`src/rtl/magic_dev_pkg.sv`:
```
// Shared types for the magic device read requester and its response FIFO.
// Entry layout is {timeout, select, data}, 77 bits.
package magic_dev_pkg;

    localparam int SELECT_W = 12;
    localparam int DATA_W   = 64;

    typedef struct packed {
        logic                timeout;
        logic [SELECT_W-1:0] select;
        logic [DATA_W-1:0]   data;
    } resp_entry_t;

    typedef enum logic {
        IDLE = 1'b0,
        WAIT = 1'b1
    } req_state_e;

endpackage

```
`src/rtl/magic_dev_resp_fifo.sv`:
```
// Small register-based first-word-fall-through FIFO.
// The head is forced to zero while the FIFO is empty.
module magic_dev_resp_fifo #(
    parameter int  DEPTH   = 2,
    parameter type entry_t = logic [7:0],
    localparam int CNT_W   = $clog2(DEPTH + 1)
) (
    input  logic             clock,
    input  logic             reset_n,
    input  logic             push,
    input  entry_t           push_data,
    input  logic             pop,
    output entry_t           head,
    output logic             valid,
    output logic [CNT_W-1:0] count
);

    localparam int PTR_W = (DEPTH > 1) ? $clog2(DEPTH) : 1;

    typedef logic [PTR_W-1:0] ptr_t;

    entry_t mem [DEPTH];
    ptr_t   wr_ptr;
    ptr_t   rd_ptr;
    logic   full;
    logic   do_push;
    logic   do_pop;

    function automatic ptr_t next_ptr(input ptr_t p);
        return (p == PTR_W'(DEPTH - 1)) ? '0 : p + PTR_W'(1);
    endfunction

    assign valid   = (count != '0);
    assign full    = (count == CNT_W'(DEPTH));
    assign do_pop  = pop && valid;
    // A pop frees the slot this push needs, so a full FIFO can still take one.
    assign do_push = push && (!full || do_pop);

    // NOTE: sequential state is updated with <= so every register samples
    // the pre-edge values regardless of statement order.
    always_ff @(posedge clock or negedge reset_n) begin
        if (!reset_n) begin
            wr_ptr <= '0;
            rd_ptr <= '0;
            count  <= '0;
        end else begin
            if (do_push) wr_ptr <= next_ptr(wr_ptr);
            if (do_pop)  rd_ptr <= next_ptr(rd_ptr);
            case ({do_push, do_pop})
                2'b10:   count <= count + CNT_W'(1);
                2'b01:   count <= count - CNT_W'(1);
                default: count <= count;
            endcase
        end
    end

    // NOTE: the storage array has no reset; the empty-gated head below keeps
    // stale contents invisible, so resetting it would only add reset fanout.
    always_ff @(posedge clock) begin
        if (do_push) mem[wr_ptr] <= push_data;
    end

    assign head = valid ? mem[rd_ptr] : '0;

endmodule

```
`src/rtl/magic_device_requester.sv`:
```
// Host-side master for the magic device read interface: one outstanding read,
// bounded by a timeout, with results queued in a small response FIFO.
module magic_device_requester
    import magic_dev_pkg::*;
#(
    parameter int TIMEOUT_CYCLES = 1024,
    parameter int RESP_DEPTH     = 2,
    parameter int STAT_W         = 16
) (
    input  logic                clock,
    input  logic                reset_n,
    input  logic                req_valid,
    output logic                req_ready,
    input  logic [SELECT_W-1:0] req_select,
    output logic [SELECT_W-1:0] read_select,
    output logic                read_ready,
    input  logic                read_valid,
    input  logic [DATA_W-1:0]   read_data,
    output logic                resp_valid,
    input  logic                resp_ready,
    output logic [DATA_W-1:0]   resp_data,
    output logic [SELECT_W-1:0] resp_select,
    output logic                resp_timeout,
    output logic [STAT_W-1:0]   timeout_count
);

    localparam int WAIT_W = (TIMEOUT_CYCLES > 1) ? $clog2(TIMEOUT_CYCLES) : 1;
    localparam int CNT_W  = $clog2(RESP_DEPTH + 1);
    localparam logic [WAIT_W-1:0] WAIT_LAST = WAIT_W'(TIMEOUT_CYCLES - 1);

    req_state_e          state;
    req_state_e          state_nxt;
    logic [WAIT_W-1:0]   wait_cnt;
    logic [WAIT_W-1:0]   wait_cnt_nxt;
    logic [SELECT_W-1:0] select_nxt;
    logic                timeout_inc;

    logic                fifo_push;
    resp_entry_t         fifo_push_data;
    resp_entry_t         fifo_head;
    logic [CNT_W-1:0]    fifo_count;

    // read_ready is a decode of the state register, so it is glitch-free and
    // rises the cycle after accept.
    assign read_ready = (state == WAIT);

    // NOTE: every output of this block gets a default first, so no path can
    // leave a value unassigned and infer a latch.
    always_comb begin
        state_nxt      = state;
        wait_cnt_nxt   = wait_cnt;
        select_nxt     = read_select;
        timeout_inc    = 1'b0;
        fifo_push      = 1'b0;
        fifo_push_data = '0;
        req_ready      = 1'b0;

        case (state)
            IDLE: begin
                req_ready = (fifo_count < CNT_W'(RESP_DEPTH));
                if (req_valid && req_ready) begin
                    select_nxt   = req_select;
                    wait_cnt_nxt = '0;
                    state_nxt    = WAIT;
                end
            end
            WAIT: begin
                // Data arriving in the expiry cycle takes priority over timeout.
                if (read_valid) begin
                    fifo_push      = 1'b1;
                    fifo_push_data = '{timeout: 1'b0, select: read_select, data: read_data};
                    state_nxt      = IDLE;
                end else if (wait_cnt == WAIT_LAST) begin
                    fifo_push      = 1'b1;
                    fifo_push_data = '{timeout: 1'b1, select: read_select, data: '0};
                    timeout_inc    = 1'b1;
                    state_nxt      = IDLE;
                end else begin
                    wait_cnt_nxt = wait_cnt + WAIT_W'(1);
                end
            end
            default: state_nxt = IDLE;
        endcase
    end

    always_ff @(posedge clock or negedge reset_n) begin
        if (!reset_n) begin
            state         <= IDLE;
            wait_cnt      <= '0;
            read_select   <= '0;
            timeout_count <= '0;
        end else begin
            state       <= state_nxt;
            wait_cnt    <= wait_cnt_nxt;
            read_select <= select_nxt;
            if (timeout_inc && (timeout_count != '1)) begin
                timeout_count <= timeout_count + STAT_W'(1);
            end
        end
    end

    magic_dev_resp_fifo #(
        .DEPTH   (RESP_DEPTH),
        .entry_t (resp_entry_t)
    ) u_resp_fifo (
        .clock     (clock),
        .reset_n   (reset_n),
        .push      (fifo_push),
        .push_data (fifo_push_data),
        .pop       (resp_ready),
        .head      (fifo_head),
        .valid     (resp_valid),
        .count     (fifo_count)
    );

    assign resp_data    = fifo_head.data;
    assign resp_select  = fifo_head.select;
    assign resp_timeout = fifo_head.timeout;

endmodule

```
`config.mk`:
```
export PLATFORM = sky130hd
export DESIGN_NAME = magic_device_requester
export DESIGN_NICKNAME = d
export VERILOG_FILES = /design/src/rtl/magic_dev_pkg.sv /design/src/rtl/magic_dev_resp_fifo.sv /design/src/rtl/magic_device_requester.sv
export SDC_FILE = /design/constraint.sdc
export NUM_CORES = 1
export LEC_CHECK = 0
export CORE_MARGIN = 8
export CORE_UTILIZATION = 45
export DETAILED_ROUTE_END_ITERATION = 6
export HOLD_SLACK_MARGIN = 0.08
export PLACE_DENSITY_LB_ADDON = 0.2
export SLEW_MARGIN = 20
export SYNTH_ARGS = -nofsm -noshare
export SYNTH_HDL_FRONTEND = slang
export SYNTH_SLANG_ARGS = --single-unit
```
`constraint.sdc`:
```
create_clock -name clock -period 13.44 [get_ports clock]
set_input_delay 2.688 -clock clock [delete_from_list [all_inputs] [get_ports clock]]
set_output_delay 2.688 -clock clock [all_outputs]
set_load 0.02 [all_outputs]
```
==> run_results.csv, run 1 <==
group,metric,value,unit
floorplan,die_h,152.6,um
sta,relSlewSlack,27.76,%
clock_network,cts_setup_buffers,0,
synthesis,synth-async-reset-ratio,21.83,%
power_and_ir_drop,p_int,1.476,mW
cells_and_area,syn2layout_area_growth,31.52,%
worst_setup_path,rr_startpoint,"read_ready",
worst_setup_path,worstSetupPathType,"reg -> out",
route,drc,0,
synthesis,syn_inst,627,
floorplan,core_region_area,18520,um2
clock_network,cts.path.max_buffers,2,
clock_network,cts_sinks,197,
worst_setup_path,r2r-end,"u_resp_fifo.mem[0][14]",
power_and_ir_drop,powerDensity,210.5,nW/um2
clock_network,ctsHoldBuffers,0,
worst_setup_path,endpoint,"resp_select[4]",
global_route,grt_use_total,16.56,%
route,wl_met1,8252,um
cells_and_area,multi_input_area,2535,um2
sta,rsz0062_at_grt,"false",
sta,worst_hold_slack,510.2,ps
sta,maxSlewViolCount,0,
clock_network,htree_num_levels,4,
run,max_cap_violations,0,
cells_and_area,fin_nets,881,
power_and_ir_drop,p_sw,0.8472,mW
sta,tightest_slew,1084,ps
synthesis,ys_ff_latch,197,
clock_network,tritoncts,"done",
route,via_per_inst,5.288,
route,ant_nets,0,
synthesis,avgSynthCellArea,13.39,um2
clock_network,numCtsBuffers,17,
sta,fin_worst_skew,10.49,ps
route,post_drt_wl_per_cell,18.55,um
worst_setup_path,worst_setup_path_end_kind,"output pin",
synthesis,syn_area,8394,um2
global_route,antenna_found_initial,0,
power_and_ir_drop,clkPwrFrac,21.0,%
worst_setup_path,cp.arrival,2990,ps
clock_network,path_clk_slew,70,ps
global_route,grt_overflow,0,
route,wl_met2,9857,um
route,wl_met3,1170,um
floorplan,rows,50,
worst_setup_path,reg2regPathDepth,5,
floorplan,die_area,23280,um2
sta,max_freq,176.0,MHz
synthesis,synth_ff_type,"edfxtp_1",
sta,hold_violations,0,
synthesis,synth_nets,710,
sta,setup_viol,0,
route,top_layer,"met4",
worst_setup_path,crit_path_max_fanout,48,
floorplan,initial_core_util,45.33,%
global_route,grt_max_degree,79,
floorplan,pin_count,189,
synthesis,ys_seq_area_share,67.91,%
power_and_ir_drop,seq_power_share,38.8,%
global_route,grt_pass1_wl,30850,um
worst_setup_path,worstSetupStartpointType,"flop",
placement,portBuffers,188,
placement,dp_hpwl,12560,um
worst_setup_path,cp.required,10750,ps
power_and_ir_drop,ir_worst_vdd,0.1526,mV
route,vias,5526,
placement,gp_congestion,0.8013,
cells_and_area,seq_area,5708,um2
status,status,"completed",
route,drtPass1Iterations,5,
worst_setup_path,cp-startpoint,"u_resp_fifo.rd_ptr",
cells_and_area,nFillCells,1458,
synthesis,synth_edf_count,154,
sta,setup_tns,0,ps
route,drtIter0Drc,340,
worst_setup_path,ff2ff_setup_slack,9810,ps
synthesis,yosys_warnings,0,
power_and_ir_drop,swShare,36.46,%
sta,timing.final.crit_share,42.28,%
sta,min_period,5682,ps
clock_network,cts_resized,0,
cells_and_area,diodes,0,
power_and_ir_drop,p_leak,4.453,nW
min_path,min_path_type,"reg -> reg",
clock_network,ctsRootBufferMaster,"clkbuf_16",
global_route,grt_pass1_vias,5910,
synthesis,ys_types,43,
route,wl,19380,um
clock_network,clkLatencyLatePin,420,ps
cells_and_area,drive_above_1_share,6.782,%
power_and_ir_drop,p_comb_share,40.2,%
floorplan,die_w,152.6,um
## placed cells by master, fill, tap and decap left out, types with 4 or more instances in the layout
cell,n
o211ai_1,7
clkdlybuf4s50_1,186
xnor2_1,6
edfxtp_1,154
o21ai_0,5
inv_1,7
mux2i_1,78
o31ai_1,6
and3_1,65
buf_4,5
nor2_1,82
nand3_1,8
dfrtp_1,41
xor2_1,10
clkbuf_16,17
nor4_1,6
nand2_1,48
nand4_1,4
and2_1,14
inv_6,4
## cell type report
type / instances / share of cell area [%]
multi-input cells: 382 / 22.96
clock inverters: 15 / 1.315
clock buffers: 17 / 3.853
well taps: 234 / 2.652
repair buffers: 192 / 17.25
flip-flops and latches: 197 / 51.70
inverters: 8 / 0.2720
## state kept, by name, summed over array words and instances (netlist names)
signal,count
u_resp_fifo.wr_ptr,1
u_resp_fifo.mem,154
read_select,12
u_resp_fifo.count,2
timeout_count,16
wait_cnt,10
read_ready,1
u_resp_fifo.rd_ptr,1
## worst max-delay path: stages, from the launching register on
cell and delay [ps]:
dfrtp_4 790, buf_4 740, mux2i_1 180, nor2_1 160, clkdlybuf4s50_1 630
## logic make-up (layout without fill, tap and decap cells)
group	count (synthesis)	count (layout)	share of synthesized area, %
simple gates	247	247	14.74
flops	197	197	67.91
mux	82	82	9.838
buf+inv	48	232	2.236
compound gates	35	35	3.309
xor+xnor	16	16	1.669
fa+ha+maj	2	2	0.2981
## cell usage after synthesis (5+ instances only)
cell	n	area (um2)
and2_1	15	93.84
nor2_1	83	311.6
xor2_1	10	87.58
xnor2_1	6	52.55
o211ai_1	7	52.55
and3_1	65	406.6
dfrtp_1	43	1076
o21ai_0	5	25.02
nand3_1	8	40.04
mux2i_1	78	780.8
inv_1	7	26.28
edfxtp_1	154	4624
o31ai_1	6	45.04
clkbuf_1	35	131.4
nor4_1	6	37.54
nand2_1	48	180.2
## worst min-delay path by stage
stage	to	startpoint	cells past startpoint	slack, ps
6_report	read_select[8]	read_select[8]	2	510
5_1_grt	wait_cnt[8]	wait_cnt[8]	1	530
3_3_place_gp	read_select[7]	read_select[7]	2	490
2_1_floorplan	u_resp_fifo.wr_ptr	u_resp_fifo.wr_ptr	1	460
4_1_cts	read_select[8]	read_select[8]	2	510
3_5_place_dp	read_select[7]	read_select[7]	2	490
## routing by layer
metal / track usage (%) / up-vias
met4: 4.241 / 0
li1: - / 2633
met1: 20.27 / 2711
met2: 28.52 / 174
met5: 0 / -
met3: 4.453 / 8
## stage by stage
step           instance area (um2)  instances  setup slack [ps]  utilization, %  power, mW
4_1_cts                      11040       1045              7718           59.59      2.350
2_1_floorplan                 8394        627              6350               -      1.424
3_5_place_dp                 10470       1013              7749           56.51      1.863
6_report                     11040       1045              7758           59.62      2.324
3_3_place_gp                 10450       1013              7848           56.45      1.840
5_1_grt                      11040       1045              7607           59.62      2.438
## power by group through the flow
stage / sequential, mW / combinational (mW) / clock (mW)
3_3_place_gp: 0.906 / 0.934 / 0
5_1_grt: 0.915 / 1.00 / 0.522
2_1_floorplan: 0.875 / 0.548 / 0
6_report: 0.901 / 0.934 / 0.489
3_5_place_dp: 0.913 / 0.950 / 0
4_1_cts: 0.900 / 0.952 / 0.498
(Power assumes the default switching activity.)
==> run 2: changes to the inputs <==
==> constraint.sdc (replaced) <==
create_clock -name clock -period 4.85 [get_ports clock]
set_input_delay 0.97 -clock clock [delete_from_list [all_inputs] [get_ports clock]]
set_output_delay 0.97 -clock clock [all_outputs]
set_load 0.02 [all_outputs]
==> run_results.csv, run 2 (same netlist as run 1, synthesis figures left out) <==
group,metric,value,unit
status,status,"completed",
route,drtPass1Iterations,5,
clock_network,path_clk_slew,70,ps
global_route,grt_overflow,0,
power_and_ir_drop,clkPwrFrac,20.7,%
clock_network,numCtsBuffers,17,
clock_network,cts_setup_buffers,0,
route,wl,19440,um
global_route,use_met3,5.530,%
floorplan,pin_count,189,
power_and_ir_drop,swShare,36.13,%
clock_network,clkLatencyLatePin,420,ps
sta,fin_worst_skew,7.002,ps
global_route,grt_pass1_vias,5992,
cells_and_area,largestRegisters,"u_resp_fifo.mem x154, timeout_count x16, read_select x12",
clock_network,cts.path.max_buffers,2,
clock_network,htree_num_levels,4,
route,post_drt_wl_per_cell,18.55,um
sta,timing.final.crit_share,76.95,%
cells_and_area,fin_nets,884,
floorplan,core_region_area,18520,um2
min_path,min_path_type,"reg -> reg",
power_and_ir_drop,p_int,4.132,mW
global_route,antenna_found_initial,0,
clock_network,cts_resized,0,
worst_setup_path,worst_setup_path_end_kind,"output pin",
sta,worst_hold_slack,510.0,ps
global_route,gr-usage-met1,19.72,%
placement,dp_hpwl,12960,um
clock_network,cts_sinks,197,
sta,hold_violations,0,
route,via_per_inst,5.318,
power_and_ir_drop,seq_power_share,37.8,%
sta,setup_ws,1118,ps
sta,rsz0062_at_grt,"false",
placement,dpl_cell_area,10510,um2
power_and_ir_drop,p_comb_share,41.5,%
sta,max_freq,267.9,MHz
global_route,met2_usage,28.99,%
sta,maxSlewViolCount,0,
floorplan,die_area,23280,um2
sta,setup_tns,0,ps
cells_and_area,mostFrequentLayoutCells,"clkdlybuf4s50_1 (186), edfxtp_1 (154), nor2_1 (82)",
placement,portBuffers,188,
worst_setup_path,worstSetupPathType,"reg -> out",
worst_setup_path,crit_path_max_fanout,46,
worst_setup_path,cp.arrival,2760,ps
clock_network,ctsHoldBuffers,0,
sta,tightest_slew,1007,ps
cells_and_area,layout_commonest_cell,"clkdlybuf4s50_1",
cells_and_area,diodes,0,
global_route,grt_pass1_wl,31190,um
sta,relSlewSlack,32.89,%
cells_and_area,postLayoutCellArea,11090,um2
floorplan,die_h,152.6,um
sta,setup_viol,0,
worst_setup_path,cp.required,3880,ps
global_route,grt_max_degree,78,
floorplan,initial_core_util,45.33,%
cells_and_area,drive_above_1_share,6.757,%
clock_network,ctsRootBufferMaster,"clkbuf_16",
power_and_ir_drop,p_sw,2.337,mW
route,drc,0,
sta,min_period,3732,ps
power_and_ir_drop,p_leak,4.479,nW
run,max_cap_violations,0,
floorplan,rows,50,
cells_and_area,syn2layout_area_growth,32.15,%
placement,dpl_worst_slack,1351,ps
placement,gp_congestion,0.8011,
floorplan,die_w,152.6,um
route,ant_nets,0,
global_route,grt_use_total,16.82,%
cells_and_area,largest_register_ffs,154,
cells_and_area,top_register,"u_resp_fifo.mem",
cells_and_area,final_util,59.91,%
power_and_ir_drop,powerDensity,583.2,nW/um2
route,vias,5573,
route,drtIter0Drc,341,
power_and_ir_drop,ir_worst_vdd,0.3897,mV
clock_network,tritoncts,"done",
worst_setup_path,worstSetupStartpointType,"flop",
global_route,grt.busiest_layer,"met2",
run 2: changes by cell type in the layout (fill, tap and decap cells not counted), sizes merged:
cell,delta
inv,+1
buf,+3
clkinv,-3
clkbuf,+5
clkinvlp,-2
bufinv,-1
run 2: critical path, cell delays in order (launching register included):
cell and delay (ps):
dfrtp_4 960, buf_4 450, mux2i_1 310, nor2_1 70
clkdlybuf4s50_1 540
run 2: stage by stage:
stage | total power [mW] | instances
5_1_grt | 6.792 | 1048
4_1_cts | 6.549 | 1048
6_report | 6.469 | 1048
3_5_place_dp | 5.210 | 1016
2_1_floorplan | 3.939 | 627
3_3_place_gp | 5.153 | 1016
run 2: final timing paths:
check	start	to	slack (ps)	depth (start not counted)
setup / recovery	u_resp_fifo.rd_ptr	resp_data[17]	1120	4
hold / removal	read_select[10]	read_select[10]	510	2
setup reg to reg	wait_cnt[0]	u_resp_fifo.mem[0][22]	2020	6
hold reg to reg	read_select[10]	read_select[10]	510	2
max in group asynchronous	reset_n	u_resp_fifo.rd_ptr	3460	1
min in group asynchronous	reset_n	read_select[7]	690	1
run 2: metal layers:
layer | up-vias | share of wire (%)
li1 | 2639 | -
met1 | 2749 | 42
met2 | 173 | 50
met3 | 12 | 6.8
met4 | 0 | 0.78
met5 | - | 0
run 2: cell type report:
cell class	count	area, um2
tap	234	292.8
clock buffer	22	486.7
multi-input combinational	382	2535
sequential	197	5705
clock inverter	10	81.33
fill	1457	7425
inverter	8	30.03
timing repair buffer	195	1962
run 2: power groups by stage:
stage               Clock (mW)  Sequential (mW)  Combinational [mW]
floorplan                    0             2.42                1.52
global placement             0             2.47                2.68
detailed placement           0             2.49                2.72
CTS                       1.37             2.45                2.73
global route              1.43             2.49                2.87
finish                    1.34             2.45                2.69
==> run 3: changes to the inputs <==
==> constraint.sdc (replaced) <==
create_clock -name clock -period 3.4 [get_ports clock]
set_input_delay 0.68 -clock clock [delete_from_list [all_inputs] [get_ports clock]]
set_output_delay 0.68 -clock clock [all_outputs]
set_load 0.02 [all_outputs]
==> run_results.csv, run 3 (same netlist as run 1, synthesis figures left out) <==
group,metric,value,unit
worst_setup_path,crit_path_max_fanout,23,
floorplan,initial_core_util,45.33,%
sta,fin_worst_skew,9.435,ps
global_route,grt_use_total,17.18,%
cells_and_area,mostFrequentLayoutCells,"clkdlybuf4s50_1 (186), edfxtp_1 (154), nor2_1 (82)",
worst_setup_path,reg2regPathDepth,6,
sta,relSlewSlack,52.62,%
floorplan,die_area,23280,um2
sta,rsz0062_at_grt,"false",
cells_and_area,largestRegisters,"u_resp_fifo.mem x154, timeout_count x16, read_select x12",
route,vias,5579,
global_route,grt_pass1_wl,31930,um
cells_and_area,syn2layout_area_growth,33.10,%
worst_setup_path,slowest_stage,"dfrtp_4",
route,wl,19820,um
floorplan,core_region_area,18520,um2
sta,setup_tns,0,ps
worst_setup_path,worstSetupStartpointType,"flop",
sta,setup_viol,0,
worst_setup_path,crit_chain,"buf_4 -> mux2i_1 -> nor2_1 -> clkdlybuf4s50_1",
run,max_cap_violations,0,
route,post_drt_wl_per_cell,18.79,um
cells_and_area,diodes,0,
sta,maxSlewViolCount,0,
global_route,grt_pass1_vias,5992,
sta,tightest_slew,709.0,ps
worst_setup_path,worstSetupPathType,"reg -> out",
cells_and_area,largest_register_ffs,154,
global_route,grt_overflow,0,
clock_network,cts_sinks,197,
clock_network,cts.path.max_buffers,2,
status,status,"completed",
route,via_per_inst,5.288,
worst_setup_path,worst_setup_path_end_kind,"output pin",
sta,setup_ws,363.2,ps
sta,timing.final.crit_share,89.32,%
global_route,antenna_found_initial,0,
clock_network,ctsHoldBuffers,0,
placement,portBuffers,188,
global_route,grt_max_degree,70,
route,drtPass1Iterations,5,
cells_and_area,top_register,"u_resp_fifo.mem",
placement,gp_congestion,0.7905,
clock_network,clkLatencyLatePin,420,ps
worst_setup_path,ff2ff_setup_slack,790,ps
placement,dp_hpwl,13410,um
cells_and_area,layout_commonest_cell,"clkdlybuf4s50_1",
clock_network,ctsRootBufferMaster,"clkbuf_16",
sta,max_freq,329.3,MHz
cells_and_area,nFillCells,1456,
clock_network,path_clk_slew,70,ps
route,ant_nets,0,
worst_setup_path,worst-path-buf-inv,2,
worst_setup_path,slowest_delay,720,ps
floorplan,pin_count,189,
worst_setup_path,critPathTopFamily,"buffers and inverters",
clock_network,htree_num_levels,4,
min_path,min_path_type,"in -> async",
cells_and_area,fin_nets,891,
clock_network,numCtsBuffers,17,
route,drc,0,
power_and_ir_drop,powerDensity,837.7,nW/um2
floorplan,die_w,152.6,um
sta,min_period,3037,ps
power_and_ir_drop,p_leak,4.499,nW
power_and_ir_drop,ir_worst_vdd,0.4415,mV
worst_setup_path,cp.arrival,2360,ps
route,drtIter0Drc,247,
clock_network,tritoncts,"done",
worst_setup_path,crit_cells,4,
floorplan,die_h,152.6,um
worst_setup_path,cp.required,2720,ps
sta,hold_violations,0,
floorplan,rows,50,
placement,dpl_worst_slack,782.9,ps
cells_and_area,drive_above_1_share,7.917,%
clock_network,cts_setup_buffers,0,
clock_network,cts_resized,0,
[run 3: area by class of cell]
type	instances	area [um2]	area share [%]
Multi-Input combinational cell	382	2524	22.59
Inverter	8	30.03	0.2688
Clock inverter	15	166.4	1.489
Sequential cell	197	5705	51.06
Timing Repair Buffer	202	2029	18.16
Tap cell	234	292.8	2.620
Clock buffer	17	425.4	3.807
[run 3: worst paths after layout]
| kind | to | start |
|---|---|---|
| max | resp_data[36] | u_resp_fifo.rd_ptr |
| min | read_select[9] | reset_n |
| max reg2reg | u_resp_fifo.mem[1][48] | wait_cnt[0] |
| min reg2reg | timeout_count[7] | timeout_count[7] |
| max in group asynchronous | u_resp_fifo.rd_ptr | reset_n |
| min in group clock | timeout_count[7] | timeout_count[7] |
[run 3: through the flow]
stage | hold slack (ps) | instances | area [um2] | total power, mW | util (%)
after floorplan | 384.4 | 627 | 8403 | 5.610 | -
after global placement | 482.2 | 1023 | 10580 | 7.392 | 57.13
after detailed placement | 494.0 | 1023 | 10580 | 7.468 | 57.13
after CTS | 445.6 | 1055 | 11170 | 9.471 | 60.32
after global routing | 282.3 | 1055 | 11170 | 9.818 | 60.34
final | 250.4 | 1055 | 11170 | 9.359 | 60.34
[run 3: layer usage]
layer | GRT usage, % | wire length, um
met5 | 0 | 0
met2 | 29.73 | 9934
met1 | 20.42 | 8518
met4 | 5.137 | 203
met3 | 4.935 | 1167
[run 3: where the power goes]
part           switching, mW  total (mW)  internal (mW)
sequential             0.262        3.43           3.17
clock                  0.893        1.99           1.10
combinational           2.22        3.94           1.71
total                   3.38        9.36           5.98
